`src/rtl/legv8_pkg.sv`:
```
// Shared LEGv8 encoding constants for the wide-move encoder.
// Provides:
//   - MOVZ/MOVK 9-bit opcode fields (instruction bits [31:23])
//   - halfword-select codes HW_0..HW_3 (instruction bits [22:21])
//   - FSM state encoding used by movwide_encoder
//   - encode_mov(): packs opc9/hw/imm16/Rd into a 32-bit instruction
package legv8_pkg;

  localparam logic [8:0] MOVZ_OPC = 9'b110100101;
  localparam logic [8:0] MOVK_OPC = 9'b111100101;

  localparam logic [1:0] HW_0 = 2'd0;
  localparam logic [1:0] HW_1 = 2'd1;
  localparam logic [1:0] HW_2 = 2'd2;
  localparam logic [1:0] HW_3 = 2'd3;

  typedef enum logic {
    ST_IDLE = 1'b0,
    ST_EMIT = 1'b1
  } state_e;

  // Field layout mirrors the decoder's MOVZ immediate extraction.
  function automatic logic [31:0] encode_mov(input logic [8:0]  opc,
                                             input logic [1:0]  hw,
                                             input logic [15:0] imm,
                                             input logic [4:0]  rd);
    return {opc, hw, imm, rd};
  endfunction

endpackage

```
`src/rtl/movwide_encoder_hw_pick.sv`:
```
// Lowest-set-bit priority encoder over the 4-bit halfword mask.
// Ports:
//   mask  : halfwords still to be emitted
//   idx   : hw code of the lowest set bit (HW_0 when nothing is set)
//   found : at least one bit of mask is set
module hw_pick
  import legv8_pkg::*;
(
  input  logic [3:0] mask,
  output logic [1:0] idx,
  output logic       found
);

  always_comb begin
    idx   = HW_0;
    found = 1'b1;
    casez (mask)
      4'b???1: idx = HW_0;
      4'b??10: idx = HW_1;
      4'b?100: idx = HW_2;
      4'b1000: idx = HW_3;
      default: begin
        idx   = HW_0;
        found = 1'b0;
      end
    endcase
  end

endmodule

```
`src/rtl/movwide_encoder.sv`:
```
// Turns a 64-bit constant into a MOVZ followed by zero to three MOVKs,
// one instruction per output handshake, skipping all-zero halfwords.
// Ports:
//   CLK, Reset_L          : clock, asynchronous active-low reset
//   in_valid/in_ready     : request handshake carrying Const64 and Rd
//   out_valid/out_ready   : instruction handshake carrying Instr, out_last
module movwide_encoder
  import legv8_pkg::*;
(
  input  logic        CLK,
  input  logic        Reset_L,
  input  logic        in_valid,
  output logic        in_ready,
  input  logic [63:0] Const64,
  input  logic [4:0]  Rd,
  output logic        out_valid,
  input  logic        out_ready,
  output logic [31:0] Instr,
  output logic        out_last
);

  state_e      state_q, state_d;
  logic [63:0] const_q, const_d;
  logic [4:0]  rd_q, rd_d;
  logic [3:0]  mask_q, mask_d;
  logic [31:0] instr_q, instr_d;
  logic        last_q, last_d;
  logic        valid_q, valid_d;
  // Held low through reset so in_ready only rises on the first edge after release.
  logic        alive_q, alive_d;

  logic [3:0]  new_mask;
  logic [3:0]  src_mask;
  logic [3:0]  rest_mask;
  logic [63:0] src_const;
  logic [4:0]  src_rd;
  logic [1:0]  pick_idx;
  logic        pick_found;
  logic [15:0] pick_imm;
  logic [31:0] next_instr;

  // In IDLE the picker looks at the incoming constant so the first
  // instruction is ready the cycle after acceptance; in EMIT it looks at
  // the halfwords not yet emitted.
  hw_pick u_hw_pick (
    .mask  (src_mask),
    .idx   (pick_idx),
    .found (pick_found)
  );

  always_comb begin
    for (int k = 0; k < 4; k++) begin
      new_mask[k] = |Const64[16*k +: 16];
    end

    src_mask  = (state_q == ST_IDLE) ? new_mask : mask_q;
    src_const = (state_q == ST_IDLE) ? Const64  : const_q;
    src_rd    = (state_q == ST_IDLE) ? Rd       : rd_q;

    rest_mask = pick_found ? (src_mask & ~(4'b0001 << pick_idx)) : 4'b0000;
    // With an empty mask pick_idx is HW_0 and that halfword is zero,
    // which yields the required MOVZ #0.
    pick_imm  = src_const[{pick_idx, 4'b0000} +: 16];
    next_instr = encode_mov((state_q == ST_IDLE) ? MOVZ_OPC : MOVK_OPC,
                            pick_idx, pick_imm, src_rd);
  end

  always_comb begin
    state_d = state_q;
    const_d = const_q;
    rd_d    = rd_q;
    mask_d  = mask_q;
    instr_d = instr_q;
    last_d  = last_q;
    valid_d = valid_q;
    alive_d = 1'b1;

    unique case (state_q)
      ST_IDLE: begin
        if (in_valid && alive_q) begin
          state_d = ST_EMIT;
          const_d = Const64;
          rd_d    = Rd;
          mask_d  = rest_mask;
          instr_d = next_instr;
          last_d  = (rest_mask == 4'b0000);
          valid_d = 1'b1;
        end
      end
      ST_EMIT: begin
        if (out_ready) begin
          if (last_q) begin
            state_d = ST_IDLE;
            const_d = '0;
            rd_d    = '0;
            mask_d  = '0;
            instr_d = '0;
            last_d  = 1'b0;
            valid_d = 1'b0;
          end else begin
            mask_d  = rest_mask;
            instr_d = next_instr;
            last_d  = (rest_mask == 4'b0000);
          end
        end
      end
      default: state_d = ST_IDLE;
    endcase
  end

  always_ff @(posedge CLK or negedge Reset_L) begin
    if (!Reset_L) begin
      state_q <= ST_IDLE;
      const_q <= '0;
      rd_q    <= '0;
      mask_q  <= '0;
      instr_q <= '0;
      last_q  <= 1'b0;
      valid_q <= 1'b0;
      alive_q <= 1'b0;
    end else begin
      state_q <= state_d;
      const_q <= const_d;
      rd_q    <= rd_d;
      mask_q  <= mask_d;
      instr_q <= instr_d;
      last_q  <= last_d;
      valid_q <= valid_d;
      alive_q <= alive_d;
    end
  end

  assign in_ready  = (state_q == ST_IDLE) && alive_q;
  assign out_valid = valid_q;
  assign Instr     = instr_q;
  assign out_last  = last_q;

endmodule

```
`config.mk`:
```
export PLATFORM = sky130hd
export DESIGN_NAME = movwide_encoder
export DESIGN_NICKNAME = d
export VERILOG_FILES = /design/src/rtl/legv8_pkg.sv /design/src/rtl/movwide_encoder_hw_pick.sv /design/src/rtl/movwide_encoder.sv
export SDC_FILE = /design/constraint.sdc
export NUM_CORES = 1
export LEC_CHECK = 0
export ABC_AREA = 1
export BUFFER_PORTS_ARGS = -buffer_cell sky130_fd_sc_hd__buf_2
export CAP_MARGIN = 20
export CORE_MARGIN = 2
export CORE_UTILIZATION = 40
export CTS_CLUSTER_SIZE = 25
export DETAILED_ROUTE_END_ITERATION = 12
export PLACE_DENSITY = 0.63
export RECOVER_POWER = 100
export SLEW_MARGIN = 10
export SYNTH_ARGS = -nofsm -noshare
export SYNTH_HDL_FRONTEND = slang
export SYNTH_SLANG_ARGS = --single-unit
```
`constraint.sdc`:
```
create_clock -name CLK -period 1.7 [get_ports CLK]
set_input_delay 0.255 -clock CLK [delete_from_list [all_inputs] [get_ports CLK]]
set_output_delay 0.255 -clock CLK [all_outputs]
set_load 0.1 [all_outputs]
```
After elaboration in Yosys (flattened, before gate mapping)

Index checks and enable logic that the tools add are counted.
Widths: inputs -> output; s select.

Bitwise operators: 3
Reduce and logical (&&, ||, !) cells: 10
Equality and inequality tests: 6
Shift operators: 2
Muxes and demuxes: 35

Operator list:

| kind                | count |
|---|---|
| $mux 64             | 4 |
| $pmux 64 s2         | 1 |
| $mux 32             | 3 |
| $pmux 32 s2         | 1 |
| $reduce_or 16->1    | 4 |
| $shiftx 64x7->16    | 1 |
| $mux 4              | 5 |
| $mux 5              | 4 |
| $mux 1              | 10 |
| $pmux 5 s2          | 1 |
| $pmux 4 s2          | 1 |
| $mux 7              | 1 |
| $pmux 1 s2          | 3 |
| $pmux 2 s3          | 1 |
| $and 4x4->4         | 1 |
| $eq 4x4->1 const B  | 1 |
| $logic_not 4->1     | 1 |
| $ne 2x1->1 const B  | 2 |
| $not 4->4           | 1 |
| $reduce_or 4->1     | 1 |
| $shl 1x2->4 const A | 1 |
| $eq 3x3->1 const B  | 1 |
| $reduce_and 3->1    | 1 |
| $eq 2x2->1 const B  | 1 |
| other kinds (4)     | 5 |

Input bits: 73
Output and inout bits: 35
Flip-flop bits (word level): 109

Depth between registers and ports, before layout

Gate-level depths: netlist of run 1.

Depth after elaboration: 12
Mapped depth: 14
Depth with buffers taken out: 12

Modules after synthesis

Synthesis of run 1 repeated with hierarchy kept, for this count alone.

Cell total of the unflattened synthesis: 707
Area, all modules: 5356.4 um2

Modules (own cells, without submodules):

| module          | sequential area each (um2) | instances | area each (um2) | cells each |
|---|---|---|---|---|
| movwide_encoder | 2552.4                     | 1         | 5312.6          | 696 |
| hw_pick         | 0.0                        | 1         | 43.8            | 11 |

Worst setup path after synthesis of run 1

OpenSTA, ideal clock, no wires.

Path type: flip-flop to flip-flop
Start: reg state_q
End: reg const_q[59]
Buffers on the path: 1
Clock period less this slack: 1.897 ns
Stages on the path, launching flop included: 5
Data arrival time: 1.825 ns
Required time: 1.628 ns
Setup slack: -0.197 ns
Cells stage by stage: dfrtp_1 > nor2_2 > clkbuf_1 > nand3_1 > nand2_1

Longest elaborated chain between the ends: 3
Elaborated cells between the ends (all ways): 6
Those cells by class: eq/ne (3); mux (1); bitwise (1); reduce/logical (1)

Ends and longest elaborated chain:

| item                       | line                   | text |
|---|---|---|
| from (decl)                | movwide_encoder.sv:22  | `state_e state_q, state_d;` |
| from (signal assigned)     | movwide_encoder.sv:122 | `state_q <= state_d;` |
| $not 1->1                  | --                     |  |
| $ne 2x1->1 (no line)       | --                     |  |
| $reduce_and 3->1 (no line) | --                     |  |
| to (signal assigned)       | movwide_encoder.sv:123 | `const_q <= const_d;` |
| to (decl)                  | movwide_encoder.sv:23  | `logic [63:0] const_q, const_d;` |

Several ways; a longest one is shown, not always the timed one.
A chain may end at the register's enable or synchronous reset.

Worst setup path in the final report of run 1

Start: reg state_q
End: reg instr_q[15], in the netlist Instr[15]

Longest elaborated chain between the ends: 7
Elaborated cells between the ends (all ways): 15
Those cells by class: eq/ne (5); shift (1); mux (7); bitwise (1); reduce/logical (1)

Ends and longest elaborated chain:

| item                                     | line                          | text |
|---|---|---|
| $mux 4                                   | movwide_encoder.sv:56         | `src_mask = (state_q == ST_IDLE) ? new_mask : mask_q;` |
| $eq 4x4->1, or another cell as far along | movwide_encoder_hw_pick.sv:17 | `casez (mask)` |
| $pmux 2 s3                               | movwide_encoder_hw_pick.sv:17 |  |
| $shiftx 64x7->16                         | movwide_encoder.sv:63         | `pick_imm = src_const[{pick_idx, 4'b0000} +: 16];` |
| $mux 32                                  | movwide_encoder.sv:92         | `if (last_q) begin` |
| $mux 32                                  | movwide_encoder.sv:91         | `if (out_ready) begin` |
| $pmux 32 s2                              | movwide_encoder.sv:78         | `unique case (state_q)` |
| to (signal assigned)                     | movwide_encoder.sv:126        | `instr_q <= instr_d;` |
| to (decl)                                | movwide_encoder.sv:26         | `logic [31:0] instr_q, instr_d;` |

Several ways; a longest one is shown, not always the timed one. The select of a mux whose other input is x is not followed.

==> results of run 1 <==
[cell usage in the layout, fill, tap and decap left out, types with 6 or more instances in the layout]
master,n
o21ai_1,14
buf_6,7
nand3_2,19
buf_2,77
nand2_1,151
clkbuf_2,30
dfrtp_1,100
buf_12,9
nor2_1,73
buf_4,49
clkbuf_16,9
a21oi_1,17
nand2_2,6
o21ai_0,151
nor2_2,10
inv_1,74
nand3_1,70
[critical path, cell delays in order (launching register included)]
cell and delay [ns]:
dfrtp_2 0.43, buf_6 0.14, nor2_4 0.07, nand2_1 0.06, nor2_2 0.13, nand3_2 0.11
nand2_4 0.10, nand2_4 0.07, clkinv_8 0.10, buf_8 0.13, nand3_1 0.08, nand2_1 0.10
nor2_2 0.06, nand2_1 0.06, nand2_1 0.04
[area by class of cell]
cell class,instances,area (µm²),share of cell area (%)
clock buffer,14,264.0,3.590
sequential,102,2555,34.75
multi-input combinational,545,2730,37.13
inverter,80,319.1,4.339
timing repair buffer,176,1230,16.73
tap,180,225.2,3.063
clock inverter,1,30.03,0.4084
[stage by stage]
stage	cell area (µm²)	total power [µW]	utilization (%)	hold WS [ns]	cells
2_1_floorplan	5654	10150	-	-0.04059	782
3_3_place_gp	6716	12320	48.57	0.2847	1076
3_5_place_dp	6716	12380	48.57	0.2866	1076
4_1_cts	7244	15070	52.39	0.1205	1096
5_1_grt	7353	16440	53.18	0.1248	1098
6_report	7353	15420	53.18	0.1320	1098
[metal layers]
layer	vias up	share of wire [%]	wire length, µm
li1	2809	-	-
met1	2631	46	7674
met2	193	45	7549
met3	24	6.6	1109
met4	0	2.2	363
met5	-	0	0
[registers in the layout (all words and copies together), names as in the netlist]
name,cells
Instr,25
alive_q,1
const_q,64
mask_q,4
out_last,1
out_valid,1
rd_q,5
state_q,1
[how the worst max path moves through the flow]
stage           startpoint  slack, ns  cells after the start        end
2_1_floorplan      state_q       0.01                     14  Instr[19]
3_3_place_gp   Const64[49]      -0.15                     14  Instr[13]
3_5_place_dp   Const64[49]      -0.14                     14  Instr[13]
4_1_cts            state_q      -0.05                     14  Instr[15]
5_1_grt            state_q      -0.19                     13  Instr[14]
6_report           state_q       -0.1                     14  Instr[15]
[report_power, final]
group	switching [µW]	internal, µW
clock network	875	1220
logic	6620	2740
registers	519	3450
[cells by family after synthesis]
family,after synthesis,share of synthesized area [%]
DFF,102,45.22
and+or+nand+nor,346,26.40
AOI/OAI and AO/OA,195,17.89
buffers and inverters,135,10.35
other,2,0.1331
[what timing repair did]
item	CTS	global route
pin swaps	24	17
setup buffers	3	2
hold buffers	1	0
gates resized for setup	41	29
endpoints found under the hold margin	33	0
endpoints found under the setup margin	20	49
cloned	1	0
==> results.ini, run 1 <==
[setup_path]
required_ns = 1.94
crit_type = reg2reg
critPathMaxFanout = 6
reg2reg_from = state_q
start_kind = register
worstRegToRegCells = 14
r2r_end = Instr[15]
regToRegSetupSlack_ns = -0.1
cp.arrival_ns = 2.04
critPathCaptureType = register

[synth]
synth_top_cell_area_share_pct = 45.22
synth_common_cells = 154 x nand2_1, 152 x o21ai_0, 102 x dfrtp_1, 89 x nand3_1, 83 x nor2_1
synth-edff-count = 0
synth_cell_types = 29
async_reset_ff_share_pct = 100.0
synth_top_area_cell = dfrtp_1
synth_area_per_cell_um2 = 7.236
synth_most_common_cell = nand2_1
syn_area_um2 = 5644
ys_seq_area_share_pct = 45.22
ys_warn_count = 0
synth_cells = 780
synth-main-ff-cell = dfrtp_1
synthTopCellsByArea = dfrtp_1 45%, o21ai_0 13%, nand2_1 10%
synth-seq-cells = 102

[flow_run]
drv_cap = 0

[place]
dp_slack_ns = -0.1389
io_buffers = 104
dp_hpwl_mm = 11.96
gp_congestion = 0.9078

[global_routing]
overflow = 0
grt_max_degree = 67
antenna_found_initial = 0
use_met1_pct = 34.27
grt.busiest_layer = met1
grt_pass1_wl_mm = 26.78
grt.met3_usage_pct = 5.158
grt_util_met2_pct = 33.70
grt_usage_pct = 23.25
grt_pass1_vias = 5054

[sta]
worst_pin_slew_ns = 1.039
setup_viol = 16
rsz0062_at_grt = yes
timing.max_slew.rel_slack_pct = 30.75
fin_crit_sh_pct = 105.9
fmax_mhz = 555.6
layout_setup_ws_ns = -0.09979
setup_tns_ns = -0.7253
finalHoldViolations = 0
period_needed_ns = 1.800
finClkSkew_ns = 0.007408
slew_violations = 0

[routing]
drt_pre_antenna_iters = 5
totalWireLength_mm = 16.70
drt.antenna.violating_nets = 0
wl_per_cell_um = 15.21
avgViaCountPerCell = 5.152
drt-initial-drc-count = 562
vias = 5657
route.detailed.drc = 0

[cts]
clockRootBuffer = clkbuf_16
clock_latency_ns = 0.35
htree_levels = 3
path_clk_slew_ns = 0.07
cts_tree = yes
cts_buffer_depth = 2
clock-sinks = 102
cts_buffers = 9

[pwr]
p_per_area_nw_per_um2 = 2097
peakVddDrop_mv = 1.735
power_leakage_uw = 0.003662

[floorplan]
fp.dieW_um = 122.8
pin_count = 108
die_area_um2 = 15080
start_util_pct = 40.82
rows = 43
die_h_um = 122.8
core_um2 = 13830

[min_path]
worstHoldStart = out_ready
min_path_type = in2reg
holdPathEnd = state_q
holdPathStages = 2

[outcome]
status = finished, violations left
violations = negative setup slack

[final_layout]
fillerInstances = 1350
drive_gt1_share_pct = 27.02
area_growth_pct = 30.28
n_antenna_cell = 0
fin_nets = 987

Power figures use the tool's default switching activity.
==> inputs of run 2 (changes only) <==
- CORE_UTILIZATION: 40 -> 41
- CTS_CLUSTER_DIAMETER: not set -> 30
- PLACE_DENSITY: 0.63 -> 0.64
==> run 2 against run 1 <==
Compared with the run above: maximum frequency up 2.0%; highest routed layer unchanged; critical path depth down 5; first-iteration DRC count shrank 12%; core utilization grew 2.2 points; die area shrank 2.4%; power increased by 0.96%; worst hold slack got worse by 0.0076 ns; the flow still finishes with violations (negative setup slack); critical endpoint is now Instr[20]; cell area grew 0.49%.
==> results.ini, run 2 (synthesis results as in run 1) <==
[final_layout]
largest-register = const_q
fin_nets = 990
area_growth_pct = 30.92
layoutNonFillerInstCount = 1096
fillerInstances = 1281
largest_register_ffs = 64
final_common_cell = o21ai_0
n_antenna_cell = 0
final_util_pct = 55.36
layout_common_cells = 149 x o21ai_0, 146 x nand2_1, 100 x dfrtp_1
drive_gt1_share_pct = 27.72

[sta]
setup_viol = 16
finClkSkew_ns = 0.005648
timing.max_slew.rel_slack_pct = 51.79
finalHoldViolations = 0
period_needed_ns = 1.765
worst_pin_slew_ns = 0.7232
fin_hold_ws_ns = 0.1244
fmax_mhz = 566.6
layout_setup_ws_ns = -0.06501
fin_crit_sh_pct = 103.8
slew_violations = 0
rsz0062_at_grt = yes

[routing]
avgViaCountPerCell = 5.150
totalWireLength_mm = 16.80
drt.antenna.violating_nets = 0
drt-initial-drc-count = 494
wl_per_cell_um = 15.33
drt_pre_antenna_iters = 5
vias = 5644
route.detailed.drc = 0

[floorplan]
rows = 42
fp.dieW_um = 121.3
pin_count = 108
start_util_pct = 42.29
die_h_um = 121.3
die_area_um2 = 14720
core_um2 = 13350

[min_path]
min_path_type = in2reg

[global_routing]
grt_pass1_vias = 5245
grt_util_met2_pct = 36.13
grt.met3_usage_pct = 5.310
antenna_found_initial = 0
grt_pass1_wl_mm = 26.95
grt_usage_pct = 23.60
overflow = 0
use_met1_pct = 33.62
grt_max_degree = 56
grt.busiest_layer = met2

[cts]
clock_latency_ns = 0.36
cts_buffers = 9
clock-sinks = 102
cts_tree = yes
path_clk_slew_ns = 0.07
htree_levels = 3
cts_buffer_depth = 2
clockRootBuffer = clkbuf_16

[pwr]
p_per_area_nw_per_um2 = 2107
peakVddDrop_mv = 1.133
power_leakage_uw = 0.003685

[setup_path]
critPathCaptureType = register
start_kind = register
cp.arrival_ns = 2.02
critPathMaxFanout = 32
crit_type = reg2reg
required_ns = 1.95

[place]
dp_hpwl_mm = 11.79
io_buffers = 104
gp_congestion = 0.8924
dp_slack_ns = -0.1298
placed_cells = 1067

[outcome]
status = finished, violations left
violations = negative setup slack

[flow_run]
drv_cap = 0

[run 2: repair_timing]
action / CTS / global route
setup endpoints to repair: 55 / 61
pin swaps: 20 / 15
setup buffers: 5 / 8
hold endpoints to repair: 26 / 0
hold buffers: 1 / 0
gates cloned: 1 / 1
resized for setup: 37 / 34
[run 2: cell type report]
cell class | instances | area (µm²) | share of cell area (%)
multi-input combinational | 545 | 2714 | 36.73
clock buffer | 13 | 270.3 | 3.657
clock inverter | 1 | 30.03 | 0.4064
inverter | 80 | 315.3 | 4.267
timing repair buffer | 179 | 1285 | 17.39
tap | 176 | 220.2 | 2.980
sequential | 102 | 2555 | 34.57
[run 2: critical path, stage by stage, from the launching register on]
cell	delay, ns
dfrtp_2	0.41
buf_6	0.16
buf_4	0.30
nor2_1	0.08
a21oi_1	0.33
nand3_2	0.12
nand2_1	0.08
nor2_1	0.05
nand2_1	0.07
nand2_1	0.05
[run 2: power by group]
part           switching (µW)  internal (µW)
combinational            6660           2830
clock                     871           1250
sequential                512           3450
[run 2: path summary, 6_finish.rpt]
kind | start | to | slack (ns) | cells past startpoint
max in group asynchronous | Reset_L | out_last | 0.23 | 3
worst min-delay path | out_ready | state_q | 0.12 | 2
worst max-delay path | state_q | Instr[20] | -0.07 | 9
worst min register to register | Instr[16] | Instr[16] | 0.49 | 2
worst max register to register | state_q | Instr[20] | -0.07 | 9
min in group asynchronous | Reset_L | const_q[50] | 0.49 | 2
[run 2: stage by stage]
| stage | TNS [ns] | area [µm²] | power (µW) |
|---|---|---|---|
| final | -0.5219 | 7390 | 15570 |
| after detailed placement | -3.457 | 6686 | 12450 |
| after global placement | -2.846 | 6686 | 12400 |
| after global routing | -2.761 | 7390 | 16580 |
| after floorplan | 0 | 5654 | 10150 |
| after CTS | -0.1088 | 7237 | 15120 |
[run 2: per-layer routing]
layer,vias up,wire length [µm]
li1,2801,-
met1,2619,7607
met2,187,7644
met3,37,1147
met4,0,401
met5,-,0
